<file path="src/rtl/ltc_frame_assembler.sv">
// ltc_frame_assembler
//   Recovers 80-bit SMPTE LTC frames from a raw biphase-mark stream.
//   The stream is synchronised and its edge intervals are timed. Each
//   interval is classed as short, long or glitch and decoded into bits,
//   which are shifted into an 80-bit frame register. A frame is aligned by
//   the 16-bit sync word 16'hBFFC.
//
// Parameters
//   BIT_PERIOD  nominal bit cell length in clk cycles (even, 8..1024)
//   LOCK_FRAMES consecutive 80-bit-spaced sync words needed to lock
//
// Ports
//   clk            sole clock, rising edge
//   rst            asynchronous, active-low reset
//   ltc_in         raw LTC line, asynchronous to clk
//   timecode       last complete frame, bit 0 = first received bit
//   timecode_valid one-cycle pulse when timecode is reloaded
//   locked         high while frame alignment is established
//   bit_error      one-cycle pulse on an illegal edge interval
//   frame_error    one-cycle pulse when a locked frame ends without sync
module ltc_frame_assembler #(
  parameter int BIT_PERIOD  = 16,
  parameter int LOCK_FRAMES = 2
) (
  input  logic        clk,
  input  logic        rst,
  input  logic        ltc_in,
  output logic [79:0] timecode,
  output logic        timecode_valid,
  output logic        locked,
  output logic        bit_error,
  output logic        frame_error
);

  localparam int CW  = $clog2(2 * BIT_PERIOD + 1);
  localparam int SCW = $clog2(LOCK_FRAMES + 1);

  localparam logic [CW-1:0]  SAT    = CW'(2 * BIT_PERIOD);
  localparam logic [CW-1:0]  SAT_M1 = CW'(2 * BIT_PERIOD - 1);
  localparam logic [CW-1:0]  Q1     = CW'(BIT_PERIOD / 4);
  localparam logic [CW-1:0]  Q3     = CW'(3 * BIT_PERIOD / 4);
  localparam logic [CW-1:0]  Q5     = CW'(5 * BIT_PERIOD / 4);
  localparam logic [SCW-1:0] LOCK_N = SCW'(LOCK_FRAMES);
  localparam logic [SCW-1:0] ONE_SC = SCW'(1);

  typedef enum logic [1:0] {IDLE, HUNT, LOCKED} state_t;

  state_t          state_reg, state_next;
  logic [2:0]      sync_reg;          // [0],[1] synchroniser, [2] delayed copy
  logic [CW-1:0]   int_cnt_reg;
  logic            half_pending_reg, half_pending_next;
  logic [79:0]     sr_reg;
  logic            shifted_reg;
  logic [6:0]      bit_cnt_reg;
  logic [SCW-1:0]  sync_cnt_reg, sync_cnt_next, sync_cnt_inc;
  logic            tv_next, fe_next;
  logic [79:0]     timecode_reg;
  logic            timecode_valid_reg, locked_reg, bit_error_reg, frame_error_reg;

  logic edge_det, is_short, is_long, is_glitch, timeout;
  logic bit_emit, decode_err, sync_det, frame_end;

  assign edge_det  = sync_reg[1] ^ sync_reg[2];
  assign is_short  = edge_det && (int_cnt_reg >= Q1) && (int_cnt_reg < Q3);
  assign is_long   = edge_det && (int_cnt_reg >= Q3) && (int_cnt_reg <= Q5);
  assign is_glitch = edge_det && !is_short && !is_long;
  // Fires once, on the cycle the interval counter would reach saturation.
  assign timeout   = !edge_det && (int_cnt_reg == SAT_M1);

  // A short only completes a '1' when it is the second half of a cell.
  assign bit_emit   = (is_short && half_pending_reg) || (is_long && !half_pending_reg);
  assign decode_err = is_glitch || (is_long && half_pending_reg);

  assign sync_det  = shifted_reg && (sr_reg[79:64] == 16'hBFFC);
  assign frame_end = shifted_reg && (bit_cnt_reg == 7'd80);

  always_comb begin
    half_pending_next = half_pending_reg;
    if (timeout || is_glitch || is_long)
      half_pending_next = 1'b0;
    else if (is_short)
      half_pending_next = !half_pending_reg;
  end

  // Count restarts at 1 unless this sync is exactly one frame after the last.
  assign sync_cnt_inc = ((bit_cnt_reg == 7'd80) && (sync_cnt_reg != '0)) ?
                        sync_cnt_reg + 1'b1 : ONE_SC;

  always_comb begin
    state_next    = state_reg;
    sync_cnt_next = sync_cnt_reg;
    tv_next       = 1'b0;
    fe_next       = 1'b0;
    if (timeout) begin
      state_next    = IDLE;
      sync_cnt_next = '0;
    end else begin
      case (state_reg)
        IDLE: begin
          if (is_short || is_long)
            state_next = HUNT;
        end
        HUNT: begin
          if (sync_det) begin
            tv_next       = 1'b1;
            sync_cnt_next = sync_cnt_inc;
            if (sync_cnt_inc >= LOCK_N)
              state_next = LOCKED;
          end
        end
        LOCKED: begin
          // Sync wins over a simultaneous 80th bit.
          if (sync_det) begin
            tv_next = 1'b1;
          end else if (frame_end) begin
            fe_next       = 1'b1;
            state_next    = HUNT;
            sync_cnt_next = '0;
          end
        end
        default: state_next = IDLE;
      endcase
    end
  end

  always_ff @(posedge clk or negedge rst) begin
    if (!rst) begin
      sync_reg           <= '0;
      int_cnt_reg        <= '0;
      half_pending_reg   <= 1'b0;
      sr_reg             <= '0;
      shifted_reg        <= 1'b0;
      bit_cnt_reg        <= '0;
      sync_cnt_reg       <= '0;
      state_reg          <= IDLE;
      timecode_reg       <= '0;
      timecode_valid_reg <= 1'b0;
      locked_reg         <= 1'b0;
      bit_error_reg      <= 1'b0;
      frame_error_reg    <= 1'b0;
    end else begin
      sync_reg <= {sync_reg[1:0], ltc_in};

      if (edge_det)
        int_cnt_reg <= CW'(1);
      else if (int_cnt_reg < SAT)
        int_cnt_reg <= int_cnt_reg + 1'b1;

      half_pending_reg <= half_pending_next;

      if (bit_emit)
        sr_reg <= {is_short, sr_reg[79:1]};
      shifted_reg <= bit_emit;

      // Saturates so a long unsynchronised run can never alias to 80.
      if (timeout)
        bit_cnt_reg <= '0;
      else if (sync_det)
        bit_cnt_reg <= bit_emit ? 7'd1 : 7'd0;
      else if (bit_emit && bit_cnt_reg != 7'd127)
        bit_cnt_reg <= bit_cnt_reg + 7'd1;

      sync_cnt_reg <= sync_cnt_next;
      state_reg    <= state_next;

      if (tv_next)
        timecode_reg <= sr_reg;
      timecode_valid_reg <= tv_next;
      locked_reg         <= (state_next == LOCKED);
      // The first edge after IDLE only starts interval timing.
      bit_error_reg      <= decode_err && (state_reg != IDLE);
      frame_error_reg    <= fe_next;
    end
  end

  assign timecode       = timecode_reg;
  assign timecode_valid = timecode_valid_reg;
  assign locked         = locked_reg;
  assign bit_error      = bit_error_reg;
  assign frame_error    = frame_error_reg;

endmodule

</file>
<file path="config.mk">
export PLATFORM = sky130hd
export DESIGN_NAME = ltc_frame_assembler
export DESIGN_NICKNAME = d
export VERILOG_FILES = /design/src/rtl/ltc_frame_assembler.sv
export SDC_FILE = /design/constraint.sdc
export NUM_CORES = 1
export LEC_CHECK = 0
export ABC_AREA = 1
export CORE_MARGIN = 3
export CORE_UTILIZATION = 58
export CTS_BUF_LIST = sky130_fd_sc_hd__clkbuf_4
export CTS_CLUSTER_SIZE = 28
export DETAILED_ROUTE_END_ITERATION = 12
export PLACE_DENSITY = 0.89
export SYNTH_ARGS = -nofsm -noshare
export SYNTH_HDL_FRONTEND = slang
export SYNTH_SLANG_ARGS = --single-unit
</file>
<file path="constraint.sdc">
create_clock -name clk -period 2.29 [get_ports clk]
set_clock_uncertainty 0.2 [all_clocks]
set_input_delay 0.458 -clock clk [delete_from_list [all_inputs] [get_ports clk]]
set_output_delay 0.458 -clock clk [all_outputs]
set_load 0.005 [all_outputs]
</file>
==> impl_results.md <==
* CTS Buf Count at 17
* First-pass DRT Iterations at 5
* Post-DP HPWL at between 9 and 10 mm
* # setup viols final at 0
* Hold Slack at 126 ps
* Synth cell count leaders: nand2_1, dfrtp_1, o21ai_0
* Register area share after synthesis at approximately 62%
* Max VDD drop at 0.000506 V
* Post-Synthesis Cells at about 790
* Die Y at 119 um
* LEAKAGE at about 4 nW
* Final Net Count at 886
* Flops & latches, synth at approximately 190
* Top_reg_cell synth: dfrtp_1
* Max incr delay on CP at roughly 520 ps
* Post-detailed-route wirelength per cell at between 10 and 15 um
* Vias in the first global route at around 5200
* Remaining global-route overflow at 0
* CTS tree: built
* Multi-input logic area at around 0.0022 mm^2
* Hold Crit Class: input port to register
* Setup TNS at 0 ps
* Top post-synthesis cells by area: dfrtp_1, nand2_1, o21ai_0, inv_1, nand3_1
* P&R area growth vs syn at 18.1%
* FMAX at between 400 and 500 MHz
* Endpoints failing hold at 0
* Total number of vias at 5419
* Initial antenna violation count at 1
* Fin util at between 70% and 80%
* Crit path launch type: register
* Area occupied by registers at about 0.0047 mm^2
* Clock transition at path regs at about 140 ps
* GP Congestion at a little under 0.9
* Final wirelength at between 10 and 15 mm
* Num ports at 87
* Core region area at 0.0123 mm^2
* Max H-tree Level at 4
* Worst setup EP type: primary output
* Crit path buf inv count at 1
* ANT nets after route at 0
* Fillcell total at roughly 880
* Port-buffer cells at 86
* Fraction of layout cells with a size suffix above 1 at 7.89%
* Clk sinks at between 150 and 200
* CP delay by family, top: buffers and inverters
* Die W at 119 um
* Cell Rows at 40
* Clock Root Buffer: clkbuf_4
* Total track usage at 21.0%
* Slowest stage cell, crit path: clkdlybuf4s50_1
* Slew Limit Fails at 0
* Pin count of the biggest net entering global routing at 102
* FFs w/ async S/R, synth at 100%
* Initial Util at 60.6%
* Req. time, crit path at approximately 1600 ps
* Arrival @ worst endpoint at 1490 ps
* Post-synth net total at 797
* Most common cell in the netlist: nand2_1
* Tot Pwr at ~5.8 mW
* Clock Path Buffers at 2
* Worst-Skew Late Latency at 560 ps
* Post-synth top area share at a little over three fifths
* Slew margin rel. at a little under two thirds
* RSZ-0062 raised after global routing: false
* Final Cycle Share at between 90% and 100%
* Largest fanout on the critical path at 2
* Die area at between 0.01 and 0.015 mm^2
* Largest area contributor in the netlist: dfrtp_1
* Syn avg cell area at between 9 and 10 um^2
* Slew @ Worst Pin at 540 ps
* Placed cell count at 1017
* CP cell instances: clkdlybuf4s50_1
* Post-synth EDFFs at 0
* Non-Filler Instances at around 1100
* Tmin final at about 2100 ps
* Status: completed
* Vias per cell at 5.13
* Kind of critical path: register to primary output
* Drc violations at 0
* PD cells at about 660 mW/mm^2
* Max-cap check violation count at 0
* Unique masters post-synth at 32
* First-pass GRT wire length at between 20 and 25 mm
* Warnings, synthesis at 0
* Initial DRC count at 432
* Mapped cell area at roughly 0.0075 mm^2
placed cells by master (no fill, tap or decap), types with 2 or more instances in the layout:
cell type,count
a21oi_1,9
buf_12,6
buf_4,11
bufinv_16,2
clkbuf_4,20
clkdlybuf4s50_1,85
clkinv_1,4
clkinv_2,2
dfrtp_1,186
ha_1,9
inv_1,96
inv_2,2
inv_6,2
nand2_1,206
nand3_1,27
nand3b_1,4
nand4_1,4
nor2_1,30
nor2_4,2
nor3_1,9
o21ai_0,129
o21ai_1,10
or2_2,14
xor2_1,3
timing repair:
item,in CTS,in global routing
setup endpoints to repair,0,3
gates resized for setup,0,1
hold buffers,1,0
setup buffers,0,5
endpoints found under the hold margin,51,0
cells by family after synthesis:
kind of cell	count (synthesis)	share of synthesized area (%)
AND/OR/NAND/NOR	301	17.2
AO/OA/AOI/OAI	153	10.4
XOR/XNOR	4	0.570
flip-flops	186	62.4
adder cells (fa/ha/maj)	9	1.51
buffers and inverters	132	7.90
report_power, final:
part           switching (mW)  leakage, nW  internal, mW
Sequential              0.118         2.57          3.41
Combinational           0.337         1.36         0.197
Clock                    1.05        0.154         0.683
Total                    1.51         4.09          4.29
path summary, 6_finish.rpt:
path | start | to | slack (ps) | depth (start not counted)
min | ltc_in | sync_reg[0] | 130 | 1
max | timecode[11] | timecode[11] | 150 | 1
max in group asynchronous | rst | sr_reg[78] | 1050 | 3
min in group asynchronous | rst | timecode[71] | 210 | 2
max reg2reg | int_cnt_reg[1] | sr_reg[26] | 200 | 10
min reg2reg | sync_reg[0] | sync_reg[1] | 180 | 0
routing by layer:
metal  routed length, um  GRT usage [%]  part of all wire, %
met5                   0              0                    0
met4                 271           8.52                  1.9
met3                 622           5.65                  4.4
met2                6630           32.6                   47
met1                6460           28.2                   46
area by class of cell:
cell class                      instances  area share, %
Antenna cell                            1         0.0284
Clock buffer                           20           1.70
Clock inverter                         12           1.39
Inverter                               98           4.18
Multi-Input combinational cell        467           25.3
Sequential cell                       186           52.8
Tap cell                              168           2.39
Timing Repair Buffer                  104           12.2
per-stage QoR:
| step | instance area, um^2 | worst slack, ps |
|---|---|---|
| 2_1_floorplan | 7460 | 493 |
| 3_5_place_dp | 8490 | 205 |
| 3_3_place_gp | 8490 | 269 |
| 6_report | 8810 | 147 |
| 5_1_grt | 8810 | 17.5 |
| 4_1_cts | 8770 | 99.1 |
Note: power is estimated with default switching activity, not from simulation.
